### src/rtl/serial_ripple_subtractor.sv
// Digit-serial subtractor: diff = a - b - bin, W bits per clock, using a + ~b with carry-in ~bin.
// Define SUB_OVERFLOW_EN to add the signed-overflow output ovf.

module FullAdderCell (
    input  logic i_a,
    input  logic i_b,
    input  logic i_cin,
    output logic o_s,
    output logic o_cout
);
    assign o_s    = i_a ^ i_b ^ i_cin;
    assign o_cout = (i_a & i_b) | (i_cin & (i_a ^ i_b));
endmodule

module serial_ripple_subtractor #(
    parameter int N = 16,
    parameter int W = 4
) (
    input  logic         clk,
    input  logic         rst_n,
    input  logic         in_valid,
    output logic         in_ready,
    input  logic [N-1:0] a,
    input  logic [N-1:0] b,
    input  logic         bin,
    output logic         out_valid,
    input  logic         out_ready,
    output logic [N-1:0] diff,
    output logic         bo
`ifdef SUB_OVERFLOW_EN
    ,
    output logic         ovf
`endif
);
    localparam int D  = (W >= 1) ? N / W : 1;
    localparam int IW = (D > 1) ? $clog2(D) : 1;

    generate
        if (W < 1 || (N % W) != 0) begin : g_bad_cfg
            $error("serial_ripple_subtractor: N must be a positive multiple of W");
        end
    endgenerate

    typedef enum logic [1:0] {IDLE, RUN, DONE} state_t;

    state_t          r_state, w_next;
    logic [N-1:0]    r_a, r_nb, r_diff;
    logic            r_carry, r_bo;
    logic [IW-1:0]   r_idx;
    logic [W:0]      w_c;
    logic [W-1:0]    w_sum;
    logic            w_accept, w_last;

    assign w_c[0] = r_carry;

    genvar gi;
    generate
        for (gi = 0; gi < W; gi++) begin : g_cell
            FullAdderCell u_fa (
                .i_a    (r_a[gi]),
                .i_b    (r_nb[gi]),
                .i_cin  (w_c[gi]),
                .o_s    (w_sum[gi]),
                .o_cout (w_c[gi+1])
            );
        end
    endgenerate

    assign w_accept = (r_state == IDLE) && in_valid;
    assign w_last   = (r_idx == IW'(D - 1));

    always_comb begin
        w_next = r_state;
        case (r_state)
            IDLE:    if (in_valid) w_next = RUN;
            RUN:     if (w_last) w_next = DONE;
            DONE:    if (out_ready) w_next = IDLE;
            default: w_next = IDLE;
        endcase
    end

    always_ff @(posedge clk or negedge rst_n) begin
        if (!rst_n) r_state <= IDLE;
        else        r_state <= w_next;
    end

    always_ff @(posedge clk or negedge rst_n) begin
        if (!rst_n) begin
            r_a     <= '0;
            r_nb    <= '0;
            r_carry <= 1'b0;
            r_idx   <= '0;
            r_diff  <= '0;
            r_bo    <= 1'b0;
        end else if (w_accept) begin
            r_a     <= a;
            r_nb    <= ~b;
            r_carry <= ~bin;
            r_idx   <= '0;
        end else if (r_state == RUN) begin
            for (int d = 0; d < D; d++)
                if (r_idx == IW'(d)) r_diff[d*W +: W] <= w_sum;
            r_carry <= w_c[W];
            r_a     <= r_a >> W;
            r_nb    <= r_nb >> W;
            r_idx   <= r_idx + 1'b1;
            if (w_last) r_bo <= ~w_c[W];
        end
    end

`ifdef SUB_OVERFLOW_EN
    logic r_ovf;
    // Signed overflow: carry into the MSB differs from carry out of it on the top digit.
    always_ff @(posedge clk or negedge rst_n) begin
        if (!rst_n)                         r_ovf <= 1'b0;
        else if (r_state == RUN && w_last)  r_ovf <= w_c[W] ^ w_c[W-1];
    end
    assign ovf = r_ovf;
`endif

    assign in_ready  = (r_state == IDLE);
    assign out_valid = (r_state == DONE);
    assign diff      = r_diff;
    assign bo        = r_bo;

endmodule

### config.mk
export PLATFORM = sky130hd
export DESIGN_NAME = serial_ripple_subtractor
export DESIGN_NICKNAME = d
export VERILOG_FILES = /design/src/rtl/serial_ripple_subtractor.sv
export SDC_FILE = /design/constraint.sdc
export NUM_CORES = 1
export LEC_CHECK = 0
export ABC_AREA = 1
export ABC_CLOCK_PERIOD_IN_PS = 2600
export CAP_MARGIN = 25
export CORE_MARGIN = 4
export CORE_UTILIZATION = 50
export DETAILED_ROUTE_END_ITERATION = 12
export GPL_ROUTABILITY_DRIVEN = 0
export GPL_TIMING_DRIVEN = 0
export PLACE_DENSITY_LB_ADDON = 0.25
export SLEW_MARGIN = 5
export SYNTH_ARGS = -nofsm -noshare
export SYNTH_HDL_FRONTEND = slang
export SYNTH_SLANG_ARGS = --single-unit
### constraint.sdc
create_clock -name clk -period 2.6 [get_ports clk]
set_clock_uncertainty 0.15 [all_clocks]
set_input_delay 0.39 -clock clk [delete_from_list [all_inputs] [get_ports clk]]
set_output_delay 0.39 -clock clk [all_outputs]
set_load 0.005 [all_outputs]
==> results.txt <==
- Result of the run: finished clean
- Die outline area: just over 6000 um2
* Clock slew seen by the registers of the worst setup and hold paths: approximately 0.090 ns
- The repair_antennas step left the layout with diodes totalling 0.
- Total Wirelength: 5.30 mm
- Setup repair after global routing left no endpoint under its margin.
- Dpl hpwl: 3.89 mm
* Input/output buffers: 55
- Sequence of cells on the critical path: fa_1 -> inv_1 -> fa_1 -> inv_1 -> fa_1 -> fa_1 -> nand2_1 -> nand2_1
- Slowest cell on the critical path: sky130_fd_sc_hd__fa_1
- Post-Place Cells: 403
- Maximum frequency from static timing analysis: 402 MHz
- In this run, CTS created clock tree buffers numbering 5.
- Avg Cell Area, Syn: approximately 8.7 um2
* HP Start: r_a[14]$_DFFE_PN0P_
* Reg2Reg Setup Slack: 0.11 ns
- Startpoint-to-endpoint class of the critical path: reg2reg
* Crit end category: register
- For this run, the post-layout net count is 389.
- In the final routed layout, each cell accounts on average for approximately 13 um.
- After detailed routing, the number of remaining DRC violations is 0.
- Fraction of final layout cells with drive strength greater than 1: under 10%
- The worst hold path terminates at r_a[14]$_DFFE_PN0P_.
- The count of final max-slew check failures is 0.
- Total vias in the final route: just over 2,000
* Global routing usage on met2: 32.3%
- Across all hold checks on the routed design, the worst slack comes to 0.326 ns.
- Remaining max-slew budget at the tightest pin: approximately 66%
- The endpoint identified for the worst register-to-register timing path is diff[15]$_DFFE_PN0P_.
- Synth Instances: 280
- The startpoint identified for the worst register-to-register timing path is r_carry$_DFFE_PN0P_.
* Area occupied by registers: between 1000 and 1500 um2
* Effective utilization at floorplan: between 50% and 60%
- Entering global routing, the biggest net connects 34 pins.
- Core Rows: 25
- R2r worst-path depth: 8
- Yosys warning count: 0
- Global-route total usage across every layer: 19.0%
- The layer flagged by global routing as most heavily used is met2.
- In this design, the stage delay of the slowest critical-path cell is ~0.61 ns.
* Initial antenna violation count: 0
- Worst ir drop on vdd: just over 0.5 mV
* Critical path's most frequent cell: sky130_fd_sc_hd__fa_1
- For this design the top-level I/O count stands at 56.
- Summed over all cells, the static leakage comes to around 0.0015 uW.
- Final clock period utilization by the worst path: between 90% and 100%
* Crit Path Max Fanout: 4
- Period minus WS final: 2.49 ns
* Growth of design area from synthesis to finish: 30.1%
- Critical Path Start: r_carry$_DFFE_PN0P_
- The first global-routing pass estimated approximately 9.2 mm of wire.
- Sum of negative setup slack: 0 ns
- The clock reaches the later pin of the worst-skew pair after about 0.30 ns.
- The synthesized netlist contains 17 unique library cells.
- Clock sink count: 54
- After synthesis the cells add up to approximately 2400 um2.
- Die H: between 70 and 80 um
* Clock root buffer master: sky130_fd_sc_hd__clkbuf_8
* Initial detailed-routing violation count: 101
- GRT met3 Usage: around 4.3%
- After filler insertion, the fill cell instance count of the layout stands at 398.
* Total global routing overflow: 0
- Kind of launch point of the worst setup path: register
* Required arrival time at the worst endpoint: 2.69 ns
- Post-CTS repair timing setup buffer count: 0
- Vias in the first global route: ~2,000
* Clock tree from TritonCTS: yes
* Synthesized net count: approximately 330
- Placeable core region: between 4000 and 5000 um2
- Worst setup margin: ~0.11 ns
- Remaining antenna violation count: 0
- The die is around 78 um wide.
- Grouping stages by cell kind, the critical path spends the most delay in adder cells.
- The finished layout holds 411 standard cells, fillers aside.
- Timing analysis after detailed placement gives a worst setup slack of about 0.14 ns.
- Vias per Instance: slightly below 5
* Count of H-tree levels built during CTS: 2
- Proportion of synthesized chip area in sequential cells: between 50% and 60%
- Finish-stage setup viols: 0
- Max-cap violations in this run came to 0.
* Hold/Removal Path Class: reg2reg
- Leaving out fill and tap cells, the most frequent cells in the layout are sky130_fd_sc_hd__nand2_1, sky130_fd_sc_hd__dfrtp_1, sky130_fd_sc_hd__clkdlybuf4s50_1.
- Worst Tran Pin Value: between 0.5 and 0.6 ns
* Hold path depth: 2
- Drt pass-1 iters: 4
- Leaving out fill and tap cells, the most frequent cell in the layout is sky130_fd_sc_hd__nand2_1.
- The critical path contains buffers and inverters numbering 2 combined.
- In the global route stage, met1 resource usage came out at between 20% and 30%.
- Counting flops and latches in the post-synthesis netlist gives 54.
- The number of hold violations in the final report is 0.
* Area of combinational cells with multiple inputs: between 900 and 1000 um2
* Power density over the cells: between 1000 and 1500 nW/um2
- Final core utilization: a little under 70%
* Maximum buffer depth of the clock tree: 2
- STA puts the critical path data arrival time at approximately 2.6 ns.
power breakdown:
group | internal [uW] | total (uW) | switching [uW]
combinational | 703 | 1600 | 895
clock | 186 | 434 | 248
sequential | 1180 | 1390 | 208
total | 2070 | 3420 | 1350
worst max-delay path by stage:
stage,cells past startpoint,slack [ns],endpoint
after floorplan,8,0.32,diff[11]$_DFFE_PN0P_
after global routing,8,0.009,diff[15]$_DFFE_PN0P_
after global placement,1,-0.60,r_a[11]$_DFFE_PN0P_
after detailed placement,8,0.14,diff[15]$_DFFE_PN0P_
final,8,0.11,diff[15]$_DFFE_PN0P_
after CTS,8,0.1,diff[15]$_DFFE_PN0P_
metal layers:
layer | wire length (um) | part of all wire [%]
met1 | 2340 | 44
met3 | 278 | 5.2
met2 | 2630 | 50
met5 | 0 | 0
met4 | 49 | 0.92
per-stage QoR:
stage               area, um2  total power, uW
floorplan                2440             2350
global placement         3080             2960
detailed placement       3090             3010
CTS                      3180             3460
global route             3180             3730
finish                   3180             3420
final cells by class:
cell class	count	share of cell area, %
sequential	54	42.5
timing repair buffer	57	18.1
clock buffer	7	2.40
buffer	12	2.13
tap	67	2.64
inverter	14	1.65
multi-input combinational	200	30.6
Yosys cell counts:
| cell type | instances | share of area [%] |
|---|---|---|
| sky130_fd_sc_hd__buf_2 | 6 | 1.2 |
| sky130_fd_sc_hd__buf_4 | 4 | 1.2 |
| sky130_fd_sc_hd__clkbuf_1 | 2 | 0.31 |
| sky130_fd_sc_hd__dfrtp_1 | 54 | 55 |
| sky130_fd_sc_hd__fa_1 | 4 | 3.3 |
| sky130_fd_sc_hd__ha_1 | 4 | 2.0 |
| sky130_fd_sc_hd__inv_1 | 13 | 2.0 |
| sky130_fd_sc_hd__inv_2 | 1 | 0.15 |
| sky130_fd_sc_hd__nand2_1 | 122 | 19 |
| sky130_fd_sc_hd__nand2_2 | 1 | 0.26 |
| sky130_fd_sc_hd__nand3_1 | 41 | 8.4 |
| sky130_fd_sc_hd__nand3b_1 | 13 | 4.0 |
| sky130_fd_sc_hd__nor2_1 | 6 | 0.92 |
| sky130_fd_sc_hd__nor2_2 | 1 | 0.26 |
| sky130_fd_sc_hd__o21ai_0 | 6 | 1.2 |
| sky130_fd_sc_hd__o21ai_2 | 1 | 0.36 |
| sky130_fd_sc_hd__o31ai_1 | 1 | 0.31 |
logic make-up (layout without fill, tap and decap cells):
family / after synthesis / after routing / synth area share, %
AO/OA/AOI/OAI: 8 / 8 / 1.89
AND/OR/NAND/NOR: 184 / 184 / 32.6
adder cells (fa/ha/maj): 8 / 8 / 5.33
buffers and inverters: 26 / 90 / 4.92
flip-flops: 54 / 54 / 55.3
registers in the layout, summed over array words and instances (netlist names):
| name | flops |
|---|---|
| bo | 1 |
| diff | 16 |
| r_a | 16 |
| r_carry | 1 |
| r_idx | 2 |
| r_nb | 16 |
| r_state | 2 |
what timing repair did:
| action | in CTS | in global routing |
|---|---|---|
| gates resized for setup | 0 | 0 |
| hold buffers | 1 | 0 |
| hold endpoints to repair | 21 | 0 |
worst min-delay path: cells and delay by family (launching register included):
family	cells	cell delay (ns)
flops	1	0.35
simple gates	2	0.10
Note: power is estimated with default switching activity, not from simulation.
